===== src/rtl/dmem_arb_pkg.sv =====
// Shared types and defaults for the DataMemory arbiter between the CPU
// load/store path and the display read scanner.
package dmem_arb_pkg;

  localparam int ADDR_W_DEF   = 6;
  localparam int DATA_W_DEF   = 8;
  localparam int MAX_WAIT_DEF = 4;
  localparam int CNT_W        = 4;

  typedef enum logic [1:0] {
    OWN_NONE = 2'd0,
    OWN_CPU  = 2'd1,
    OWN_DSP  = 2'd2
  } owner_t;

endpackage


===== src/rtl/arb_wait_counter.sv =====
// Saturating count of cycles the display has lost arbitration; at_limit
// tells the grant logic that the display must win the next conflict.
module arb_wait_counter
  import dmem_arb_pkg::*;
#(
  parameter int MAX_WAIT = MAX_WAIT_DEF
) (
  input  logic clk,
  input  logic reset,
  input  logic inc,
  input  logic clr,
  output logic at_limit
);

  localparam logic [CNT_W-1:0] LIMIT = CNT_W'(MAX_WAIT);

  logic [CNT_W-1:0] cnt_q;
  logic [CNT_W-1:0] cnt_d;

  always_comb begin
    cnt_d = cnt_q;
    if (clr) begin
      cnt_d = '0;
    end else if (inc && (cnt_q != LIMIT)) begin
      cnt_d = cnt_q + 1'b1;
    end
  end

  always_ff @(posedge clk or negedge reset) begin
    if (!reset) begin
      cnt_q <= '0;
    end else begin
      cnt_q <= cnt_d;
    end
  end

  assign at_limit = (cnt_q == LIMIT);

endmodule


===== src/rtl/dmem_arbiter.sv =====
// Shares one DataMemory port between CPU (priority) and display reader,
// steering one-cycle-late read data back to whoever issued the read.
module dmem_arbiter
  import dmem_arb_pkg::*;
#(
  parameter int ADDR_W   = ADDR_W_DEF,
  parameter int DATA_W   = DATA_W_DEF,
  parameter int MAX_WAIT = MAX_WAIT_DEF
) (
  input  logic              clk,
  input  logic              reset,
  input  logic              cpu_req,
  input  logic              cpu_we,
  input  logic [ADDR_W-1:0] cpu_addr,
  input  logic [DATA_W-1:0] cpu_wdata,
  output logic              cpu_gnt,
  output logic              cpu_rvalid,
  output logic [DATA_W-1:0] cpu_rdata,
  input  logic              dsp_req,
  input  logic [ADDR_W-1:0] dsp_addr,
  output logic              dsp_gnt,
  output logic              dsp_rvalid,
  output logic [DATA_W-1:0] dsp_rdata,
  output logic              mem_read,
  output logic              mem_write,
  output logic [ADDR_W-1:0] mem_addr,
  output logic [DATA_W-1:0] mem_wdata,
  input  logic [DATA_W-1:0] mem_rdata
);

  logic        at_limit;
  owner_t      owner_q, owner_d;
  logic [DATA_W-1:0] cpu_hold_q, cpu_hold_d;
  logic [DATA_W-1:0] dsp_hold_q, dsp_hold_d;

  // Display wins only when alone or once it has waited MAX_WAIT cycles.
  assign dsp_gnt = dsp_req & (~cpu_req | at_limit);
  assign cpu_gnt = cpu_req & ~dsp_gnt;

  arb_wait_counter #(
    .MAX_WAIT (MAX_WAIT)
  ) u_wait (
    .clk      (clk),
    .reset    (reset),
    .inc      (dsp_req & ~dsp_gnt),
    .clr      (dsp_gnt | ~dsp_req),
    .at_limit (at_limit)
  );

  always_comb begin
    mem_addr  = '0;
    mem_wdata = '0;
    if (dsp_gnt) begin
      mem_addr = dsp_addr;
    end else if (cpu_gnt) begin
      mem_addr  = cpu_addr;
      mem_wdata = cpu_wdata;
    end
  end

  assign mem_write = cpu_gnt & cpu_we;
  assign mem_read  = (cpu_gnt & ~cpu_we) | dsp_gnt;

  always_comb begin
    owner_d = OWN_NONE;
    if (dsp_gnt) begin
      owner_d = OWN_DSP;
    end else if (cpu_gnt && !cpu_we) begin
      owner_d = OWN_CPU;
    end
  end

  assign cpu_rvalid = (owner_q == OWN_CPU);
  assign dsp_rvalid = (owner_q == OWN_DSP);

  assign cpu_hold_d = cpu_rvalid ? mem_rdata : cpu_hold_q;
  assign dsp_hold_d = dsp_rvalid ? mem_rdata : dsp_hold_q;

  always_ff @(posedge clk or negedge reset) begin
    if (!reset) begin
      owner_q    <= OWN_NONE;
      cpu_hold_q <= '0;
      dsp_hold_q <= '0;
    end else begin
      owner_q    <= owner_d;
      cpu_hold_q <= cpu_hold_d;
      dsp_hold_q <= dsp_hold_d;
    end
  end

  assign cpu_rdata = cpu_rvalid ? mem_rdata : cpu_hold_q;
  assign dsp_rdata = dsp_rvalid ? mem_rdata : dsp_hold_q;

endmodule


===== config.mk =====
export PLATFORM = sky130hd
export DESIGN_NAME = dmem_arbiter
export DESIGN_NICKNAME = d
export VERILOG_FILES = /design/src/rtl/dmem_arb_pkg.sv /design/src/rtl/arb_wait_counter.sv /design/src/rtl/dmem_arbiter.sv
export SDC_FILE = /design/constraint.sdc
export NUM_CORES = 1
export LEC_CHECK = 0
export CAP_MARGIN = 20
export CORE_MARGIN = 2
export CORE_UTILIZATION = 25
export CTS_CLUSTER_DIAMETER = 120
export DETAILED_ROUTE_END_ITERATION = 12
export GPL_TIMING_DRIVEN = 1
export PLACE_DENSITY = 0.66
export SLEW_MARGIN = 20
export SYNTH_ARGS = -nofsm -noshare
export SYNTH_HDL_FRONTEND = slang
export SYNTH_SLANG_ARGS = --single-unit

===== constraint.sdc =====
create_clock -name clk -period 2.5 [get_ports clk]
set_clock_uncertainty 0.1 [all_clocks]
set_input_delay 0.25 -clock clk [delete_from_list [all_inputs] [get_ports clk]]
set_output_delay 0.25 -clock clk [all_outputs]
set_load 0.01 [all_outputs]

==> summary.txt <==
STA
  • Max-slew violations: 0
  • Worst-Margin Slew: 500 ps
  • Setup TNS: 0 ps
  • FMAX: 422 MHz
  • Slew HR: 0.667
  • Tmin final: 2370 ps
  • Final period utilization: 0.948
  • RSZ-0062 raised after global routing: no
  • Final Hold Fails: 0
  • Final setup viols: 0

Clock network
  • Clock Tree Root: clkbuf_8
  • Worst skew pair latency: 260 ps
  • CTS Buf Count: 3
  • Clk slew on worst S/H paths: 80 ps
  • Bufs on Longest Clock Path: 2
  • Hold_buf cts: 0
  • Max H-tree Level: 1
  • Clk sinks: 22
  • Clock tree from TritonCTS: done

Flow run
  • Max-cap violations: 0

Worst setup path
  • Crit path from: u_wait.cnt_q[0]$_DFFE_PN0P_
  • Worst path arrival time: 2020 ps
  • Critical path class: flop to output port
  • Crit path capture type: output port
  • CP required: 2150 ps
  • CP Launch Type: flop
  • Worst reg2reg startpoint: u_wait.cnt_q[0]$_DFFE_PN0P_
  • Crit Path Max Fanout: 18

Pwr
  • Power density cells: 526 nW/µm²
  • Design Power: 1000 µW
  • Pleak: 0.905 nW
  • Peak supply drop: 0.332 mV

Global routing
  • Initial antenna violation count: 0
  • Largest net degree at the start of global routing: 23
  • First-pass GRT wire length: 4530 µm
  • GRT overflow: 0
  • Gr usage total: 0.114
  • Vias in the first global route: 969

Route
  • Vias per Instance: 4.33
  • Via Count: 884
  • Final antenna-violating net count: 0
  • DRC: 0
  • DRT iter0 DRCs: 27
  • Routed wire per std cell: 13.4 µm
  • Detailed Route WL: 2730 µm
  • DR pass1 iterations: 6

Yosys
  • Syn_area_per_cell: 13.3 µm²
  • Mapped Area: 1060 µm²
  • Cell count after synthesis: 80
  • Post-synth top area cell: dfrtp_1
  • Async SR Flop Fraction: 1.00
  • Post-synth EDFFs: 0
  • Syn Nets: 115
  • Synth cell types: 20
  • Synth top area share: 0.519
  • Post-synth top cells: 22 x dfrtp_1, 16 x mux2_2, 9 x and2_4, 6 x a22o_2, 6 x inv_1
  • Most common cell in the netlist: dfrtp_1
  • #FFs+latches synth: 22
  • Leading post-synthesis cells by cell area: dfrtp_1 52%, mux2_2 17%, and2_4 7.4%
  • Sequential share of the synthesized area: 0.519
  • Synth Flop Type: dfrtp_1
  • Synth warnings: 0

Die
  • Ports: 69
  • Initial core utilization: 0.263
  • # rows: 23
  • Core box area: 4030 µm²
  • Die Area: 4780 µm²
  • Die height: 69.1 µm
  • Die width: 69.1 µm

Place
  • HPWL after detailed placement: 2160 µm
  • Port Buffer Count: 68
  • GPL Wtd Cong: 0.697

Layout
  • Area grow syn2layout: 79.0%
  • Layout cell share with drive strength beyond 1: 0.292
  • Fill count: 362
  • Nets: 190
  • N_diodes: 0

Min path
  • HP Class: input pin to asynchronous set/reset pin

Run status
  • Status: complete, no violations
## sequential cells by signal (all words and copies together), names as in the netlist
signal,count
owner_q,2
cpu_hold_q,8
u_wait.cnt_q,4
dsp_hold_q,8
## layout by cell type, fill, tap and decap left out
cell type,n
nor2b_1,1
nor2_1,4
ha_1,2
a21oi_4,1
inv_1,6
dfrtp_1,22
dlymetal6s2s_1,8
and2_4,9
buf_4,5
nand3_1,2
and2_2,1
xor2_1,1
nand3b_4,1
mux2_2,16
a22o_2,6
nand2b_1,1
xnor2_1,1
clkbuf_8,4
a21o_2,1
o21a_1,1
buf_6,1
clkdlybuf4s50_1,60
## worst paths after layout
check	end	slack, ps	cells after the start
setup / recovery	mem_wdata[1]	130	7
hold / removal	cpu_hold_q[3]$_DFF_PN0_	230	2
setup reg to reg	owner_q[0]$_DFF_PN0_	1020	6
hold reg to reg	dsp_hold_q[3]$_DFF_PN0_	400	1
max in group asynchronous	cpu_hold_q[4]$_DFF_PN0_	1840	2
min in group clk	dsp_hold_q[3]$_DFF_PN0_	400	1
## critical path, stage by stage, from the launching register on
cell and delay (ps):
dfrtp_1 380, inv_1 60, ha_1 220, nand3b_4 110
o21a_1 130, buf_6 170, and2_4 150, clkdlybuf4s50_1 540
## where the power goes
group | total (mW) | internal [mW] | switching (mW)
clock network | 0.245 | 0.140 | 0.105
logic | 0.340 | 0.216 | 0.124
registers | 0.415 | 0.404 | 0.0114
## final cells by class
cell class | instances | area (µm²) | area share
Timing Repair Buffer | 74 | 749 | 0.395
Sequential cell | 22 | 551 | 0.290
Multi-Input combinational cell | 48 | 459 | 0.242
Tap cell | 50 | 62.6 | 0.0329
Clock buffer | 4 | 55.1 | 0.0290
Inverter | 6 | 22.5 | 0.0119
## cells by family after synthesis
family	count (synthesis)	share of synthesized area
buf+inv	10	0.0554
flops	22	0.519
compound gates	9	0.0802
xor+xnor	2	0.0165
simple gates	19	0.136
mux	16	0.170
fa+ha+maj	2	0.0236
## through the flow
step           cells  utilization  hold slack (ps)  area, µm²  setup WS, ps
2_1_floorplan     80            -             -146       1060           849
3_3_place_gp     198        0.446              367       1800           304
3_5_place_dp     198        0.446              384       1800           260
4_1_cts          202        0.462              234       1860          3.92
5_1_grt          204        0.471              250       1900          3.57
6_report         204        0.471              234       1900           129
## repair_timing
| action | 4_1_cts | 5_1_grt |
|---|---|---|
| setup buffers | 0 | 2 |
| gates resized for setup | 1 | 9 |
| gates cloned | 0 | 0 |
| setup endpoints to repair | 6 | 16 |
| pin swaps | 0 | 0 |
## routing by layer
layer,global-route usage,share of wire
met4,0.0196,0.0044
met2,0.199,0.50
met5,0,0
met1,0.139,0.41
met3,0.0380,0.086
(Power assumes the default switching activity.)
